<file path="config.mk">
export PLATFORM = sky130hd
export DESIGN_NAME = bbs_sequencer
export DESIGN_NICKNAME = d
export VERILOG_FILES = /design/src/rtl/bbs_sequencer.sv
export SDC_FILE = /design/constraint.sdc
export NUM_CORES = 1
export LEC_CHECK = 0
export CELL_PAD_IN_SITES_DETAIL_PLACEMENT = 0
export CELL_PAD_IN_SITES_GLOBAL_PLACEMENT = 1
export CORE_ASPECT_RATIO = 0.6
export CORE_MARGIN = 5
export CORE_UTILIZATION = 29
export CTS_BUF_LIST = sky130_fd_sc_hd__clkbuf_16
export CTS_CLUSTER_DIAMETER = 150
export DETAILED_ROUTE_END_ITERATION = 10
export PLACE_DENSITY_LB_ADDON = 0.1
export SLEW_MARGIN = 10
export SYNTH_ARGS = -nofsm -noshare
export SYNTH_HDL_FRONTEND = slang
export SYNTH_SLANG_ARGS = --single-unit
</file>
<file path="constraint.sdc">
create_clock -name clk -period 2.1 [get_ports clk]
set_input_delay 0.315 -clock clk [delete_from_list [all_inputs] [get_ports clk]]
set_output_delay 0.315 -clock clk [all_outputs]
set_load 0.02 [all_outputs]
</file>
<file path="src/rtl/bbs_sequencer.sv">
// Blum-Blum-Shub sequencer: drives an external x^2 mod M squarer and collects result LSBs into an NBITS word.
// Optional macro BBS_SEQ_QUEUE_EN adds a 1-deep pending start request and the pending output.
module bbs_sequencer #(
    parameter int          NBITS     = 256,
    parameter int          SEED_W    = 16,
    parameter int unsigned SEED_INIT = 884,
    parameter int          SQ_LAT    = 1,
    parameter int          CNT_W     = 9
) (
    input  logic              clk,
    input  logic              reset,
    input  logic              gen_req,
    input  logic              seed_load,
    input  logic [SEED_W-1:0] seed_in,
    output logic [SEED_W-1:0] sq_x,
    input  logic [SEED_W-1:0] sq_y,
    output logic              busy,
    output logic              done,
    output logic [CNT_W-1:0]  bit_cnt,
    output logic [NBITS-1:0]  result
`ifdef BBS_SEQ_QUEUE_EN
    ,
    output logic              pending
`endif
);

    localparam int WC_W = (SQ_LAT > 1) ? $clog2(SQ_LAT) : 1;

    typedef enum logic [2:0] {
        S_IDLE,
        S_ISSUE,
        S_WAIT,
        S_CAPTURE,
        S_DONE
    } state_t;

    state_t            state_q, state_d;
    logic [SEED_W-1:0] seed_q, seed_d;
    logic [NBITS-1:0]  result_q, result_d;
    logic [CNT_W-1:0]  cnt_q, cnt_d;
    logic [WC_W-1:0]   wait_q, wait_d;
    logic              done_d;
`ifdef BBS_SEQ_QUEUE_EN
    logic              pend_q, pend_d;
`endif

    always_comb begin
        state_d  = state_q;
        seed_d   = seed_q;
        result_d = result_q;
        cnt_d    = cnt_q;
        wait_d   = wait_q;
        done_d   = 1'b0;
`ifdef BBS_SEQ_QUEUE_EN
        pend_d   = pend_q;
        // A request arriving mid-run is remembered once; extra ones are dropped.
        if (state_q != S_IDLE && gen_req && !pend_q) begin
            pend_d = 1'b1;
        end
`endif
        unique case (state_q)
            S_IDLE: begin
                if (seed_load) begin
                    seed_d = seed_in;
                end
                if (gen_req) begin
                    state_d = S_ISSUE;
                    cnt_d   = '0;
                end
            end
            S_ISSUE: begin
                wait_d  = WC_W'(SQ_LAT - 1);
                state_d = S_WAIT;
            end
            S_WAIT: begin
                if (wait_q == '0) begin
                    state_d = S_CAPTURE;
                end else begin
                    wait_d = wait_q - 1'b1;
                end
            end
            S_CAPTURE: begin
                seed_d   = sq_y;
                result_d = {result_q[NBITS-2:0], sq_y[0]};
                cnt_d    = cnt_q + 1'b1;
                state_d  = (cnt_d == CNT_W'(NBITS)) ? S_DONE : S_ISSUE;
            end
            S_DONE: begin
                done_d  = 1'b1;
                state_d = S_IDLE;
`ifdef BBS_SEQ_QUEUE_EN
                if (pend_q) begin
                    pend_d  = 1'b0;
                    state_d = S_ISSUE;
                    cnt_d   = '0;
                end
`endif
            end
            default: state_d = S_IDLE;
        endcase
    end

    always_ff @(posedge clk) begin
        if (reset) begin
            state_q  <= S_IDLE;
            seed_q   <= SEED_W'(SEED_INIT);
            result_q <= '0;
            cnt_q    <= '0;
            wait_q   <= '0;
`ifdef BBS_SEQ_QUEUE_EN
            pend_q   <= 1'b0;
`endif
        end else begin
            state_q  <= state_d;
            seed_q   <= seed_d;
            result_q <= result_d;
            cnt_q    <= cnt_d;
            wait_q   <= wait_d;
`ifdef BBS_SEQ_QUEUE_EN
            pend_q   <= pend_d;
`endif
        end
    end

    assign sq_x    = seed_q;
    assign busy    = (state_q != S_IDLE);
    assign done    = done_d;
    assign bit_cnt = cnt_q;
    assign result  = result_q;
`ifdef BBS_SEQ_QUEUE_EN
    assign pending = pend_q;
`endif

endmodule
</file>
# == After elaboration in Yosys (flattened, before gate mapping) ==
# Cells that the tools add are included.
# totals
elab_cells,33
reg_bits,285
# classes
eq_ne,8
reduce_logical,7
muxes,11
add_sub_neg,2
# ops
cell,n
$pmux W16 S2,1
$pmux W9 S2,1
$mux W16,1
$pmux W3 S4,1
$add A9 B1 Y9 const B,1
$eq A9 B9 Y1 const B,1
$mux W3,3
$mux W9,1
$eq A3 B2 Y1 const B,2
$ne A2 B2 Y1 const B,3
$reduce_and A2 Y1,3
$reduce_bool A2 Y1,2
$eq A3 B1 Y1 const B,1
$eq A3 B3 Y1 const B,1
$logic_not A3 Y1,1
$reduce_bool A3 Y1,1
$mux W1,2
$pmux W1 S2,1
$sub A1 B1 Y1 const B,1

# == Longest topological paths before layout ==
# depth
depth_word,4
depth_mapped,8
ltp_nobuf,6

# == Worst setup path after synthesis ==
# No wires, ideal clock.
# synth_timing
path_type,flip-flop to flip-flop
startpoint,"reg cnt_q[0], in the netlist bit_cnt[0]"
endpoint,reg state_q[0]
arrival_ps,1938
stages_incl_launch_ff,7
required_ps,1984
path_slack_ps,46
setup_time_ps,116
path_cell_list,dfxtp_1 -> ha_1 -> and3_4 -> nand3_1 -> o31a_1 -> or4b_1 -> a31o_1
# synth_via
elab_chain_cells,4
# synth_lines
item,line,text
"start, declared",40,"logic [CNT_W-1:0] cnt_q, cnt_d;"
"start signal, assigned",117,cnt_q <= cnt_d;
$add A9 B1 Y9,85,cnt_d = cnt_q + 1'b1;
$eq A9 B9 Y1,86,state_d = (cnt_d == CNT_W'(NBITS)) ? S_DONE : S_ISSUE;
$mux W3,86,
$pmux W3 S4,61,unique case (state_q)
"end signal, assigned",114,state_q <= state_d;
"end, declared",37,"state_t state_q, state_d;"
# Every way passes these cells.
# A chain may end at the register's enable or synchronous reset.

# == Worst setup path after layout ==
# layout_timing
startpoint,"reg cnt_q[0], in the netlist bit_cnt[0]"
endpoint,out bit_cnt[0]
# layout_rtl
item,line,text
"end, declared",19,"output logic [CNT_W-1:0] bit_cnt,"
# No word-level cell between the ends.

==> metrics.md <==
| Metric | Value |
|---|---|
| Share of the yosys chip area belonging to registers | `0.5614` |
| Total clock sinks | `284` |
| Total area of sequential cells | `5687 um2` |
| MaxCap Viol Count | `0` |
| Highest clock rate | `498.6 MHz` |
| Critical path's top delay family | `buffers and inverters` |
| DP Cell Count | `2006` |
| Fin util | `0.4241` |
| Footprint of the multi-input gates | `3993 um2` |
| GRT Residual Overflow | `0` |
| Place WS | `0.1604 ns` |
| Area growth, synth to finish | `45.51%` |
| Synth Area per Inst | `7.814 um2` |
| Cell Count, Final, Fillers Out | `2058` |
| Maximum clock path buffer count | `3` |
| Wirelength per Cell | `15.56 um` |
| Post-detailed-routing wire length | `32020 um` |
| Clock tree from TritonCTS | `built` |
| I/O pins | `319` |
| Total power divided by cell area | `825.6 nW/um2` |
| Die H | `154.8 um` |
| Tmin final | `2.006 ns` |
| Synth async-reset ratio | `0` |
| Core Rows | `53` |
| Final estimated routing congestion in global placement | `0.7424` |
| Clock Latency Late Sink | `0.55 ns` |
| Cell area after synthesis | `10130 um2` |
| Total global-route track usage | `0.1568` |
| DP Wirelength | `21370 um` |
| Worst Tran Pin Value | `0.8230 ns` |
| Syn nets | `1334` |
| Tightest slew margin relative to the limit | `0.4513` |
| Core area | `34750 um2` |
| RSZ-0062 raised after global routing | `no` |
| Count of final setup violators | `0` |
| Maximum fanout along the worst path | `4` |
| Number of unique standard cell types used by synthesis | `38` |
| Final cycle utilization of the critical path | `0.9551` |
| Clock transition at path regs | `0.06 ns` |
| Layout net count | `1608` |
| Count of routing violations after the opening detailed-route iteration | `403` |
| Data arrival time at the worst-slack endpoint | `1.69 ns` |
| Number of warnings printed during yosys synthesis | `0` |
| Crit end category | `output pin` |
| Die area | `38880 um2` |
| Setup slack of the critical path after layout | `0.09419 ns` |
| Residual antenna-violating net count after detailed routing | `0` |
| Horizontal die dimension | `251.3 um` |
| Type of the worst setup path | `reg -> out` |
| Initial Util | `0.2914` |
| Post-synthesis sequential element count | `284` |
| Total Neg Setup Slack | `0 ns` |
| Outcome | `completed` |
| Worst voltage drop across the vdd grid | `0.5717 mV` |
| Via count of the first global-routing pass | `8662` |
| Crit path required time | `1.78 ns` |
| CP Launch Type | `flop` |
| Number of input and output port buffers inserted | `318` |
| Number of fill cells in the layout | `3509` |
| Most frequently used flop master after synthesis | `dfxtp_1` |
| Post-synth top area share | `0.5614` |
| Worst path buffer plus inverter count | `2` |
| Cell type with the largest total area after synthesis | `dfxtp_1` |
| Final Hold Violating Endpoints | `0` |
| Number of vias per cell | `4.489` |
| Slew Viols, Final | `0` |
| Remaining routing DRC violations | `0` |
| Library cell used as clock root buffer | `clkbuf_16` |
| Post-synth EDFFs | `0` |
| Wire length of the first global-routing pass | `50670 um` |
| Number of buffers inserted during clock tree synthesis | `29` |
| Static leakage | `4.841 nW` |
| Class of the most critical hold timing path | `in -> reg` |
| Antenna cells | `0` |
| Number of H-tree levels | `1` |
| Crit-path slowest cell | `clkdlybuf4s50_1` |
| Biggest cell delay along the critical path | `0.62 ns` |
| Drt pass-1 iters | `4` |
| Ratio of cells with drive above 1 in the final layout | `0.04777` |
| Number of vias after detailed routing | `9238` |
| Number of instances in the synthesized netlist | `1296` |
| Maximum number of pins on one net before global-route repair | `101` |
| CP Cell Sequence | `buf_4 > clkdlybuf4s50_1` |
| Clock Skews | `0.01667 ns` |
| Leading post-synthesis cells by cell area | `dfxtp_1 (56%), nand2_1 (20%), a21oi_1 (13%), buf_2 (2.2%), clkbuf_1 (1.9%)` |
| Number of antenna violations at the first check in global routing | `0` |
[area by class of cell]
class | count | area share
flip-flops and latches | 284 | 0.3859
multi-input cells | 908 | 0.2709
repair buffers | 344 | 0.2394
clock buffers | 29 | 0.04924
well taps | 467 | 0.03965
clock inverters | 23 | 0.01409
inverters | 3 | 0.0007641
[through the flow]
stage	cell area, um2	power (mW)	hold slack (ns)
after floorplan	10130	6.562	0.4737
after global placement	13800	7.183	0.4449
after detailed placement	13800	7.181	0.4490
after CTS	14740	12.40	0.1727
after global routing	14740	12.79	0.1991
final	14740	12.17	0.1949
[placed cells by master, fill, tap and decap left out, drive strengths merged, types with 6 or more instances in the layout]
cell type	count
clkbuf	29
inv	11
a21oi	267
a311oi	10
clkdlybuf4s50	313
o21ai	13
clkinv	10
nand3	9
nand2	547
dfxtp	284
buf	27
nand2b	6
nor2	21
[cell families (layout without fill, tap and decap cells)]
kind of cell / after synthesis / after routing / synth area share
flip-flops: 284 / 284 / 0.5614
multiplexers: 1 / 1 / 0.0009884
AND/OR/NAND/NOR: 603 / 603 / 0.2334
adder cells (fa/ha/maj): 2 / 2 / 0.002471
buffers and inverters: 104 / 399 / 0.04522
XOR/XNOR: 3 / 3 / 0.002595
AO/OA/AOI/OAI: 299 / 299 / 0.1539
[Yosys cell counts, types with 2 or more instances]
| library cell | instances |
|---|---|
| nor3_1 | 3 |
| nand2_1 | 547 |
| buf_1 | 3 |
| dfxtp_1 | 284 |
| and3_1 | 2 |
| o21ai_0 | 13 |
| nand3b_1 | 4 |
| clkbuf_1 | 51 |
| nand2b_1 | 6 |
| a311oi_1 | 10 |
| a31oi_1 | 2 |
| inv_1 | 3 |
| ha_1 | 2 |
| nor2_1 | 21 |
| buf_2 | 45 |
| nand3_1 | 9 |
| a21oi_1 | 267 |
| xnor2_1 | 3 |
| nor4_1 | 2 |
[report_power, final]
group          switching [mW]  internal [mW]  total (mW)
clock                    2.16           2.99        5.14
sequential             0.0711           5.48        5.56
combinational           0.997          0.472        1.47
[timing repair]
| item | CTS | global route |
|---|---|---|
| endpoints found under the setup margin | 4 | 0 |
| buffers inserted | 0 | 0 |
| resized for setup | 6 | 0 |
| hold buffers | 0 | 0 |
[path summary, 6_finish.rpt]
kind,cells after the start,start,slack (ns),endpoint
setup reg to reg,6,bit_cnt[1]$_SDFFE_PP0P_,0.13,state_q[0]$_SDFFE_PP0P_
hold reg to reg,2,result[255]$_SDFFE_PP0P_,0.45,result[255]$_SDFFE_PP0P_
hold / removal,2,reset,0.19,bit_cnt[7]$_SDFFE_PP0P_
setup / recovery,2,bit_cnt[0]$_SDFFE_PP0P_,0.09,bit_cnt[0]
[registers in the layout, summed over array words and instances, names as in the netlist]
signal,flops
bit_cnt,9
result,256
sq_x,16
state_q,3
[routing by layer]
metal  global-route usage  routed length, um  vias to the layer above
li1                     -                  -                     4756
met4              0.02856                531                        0
met3              0.04773               1988                       36
met1               0.2146              14840                     4282
met2               0.2490              14660                      164
met5                    0                  0                        -
(Power assumes the default switching activity.)
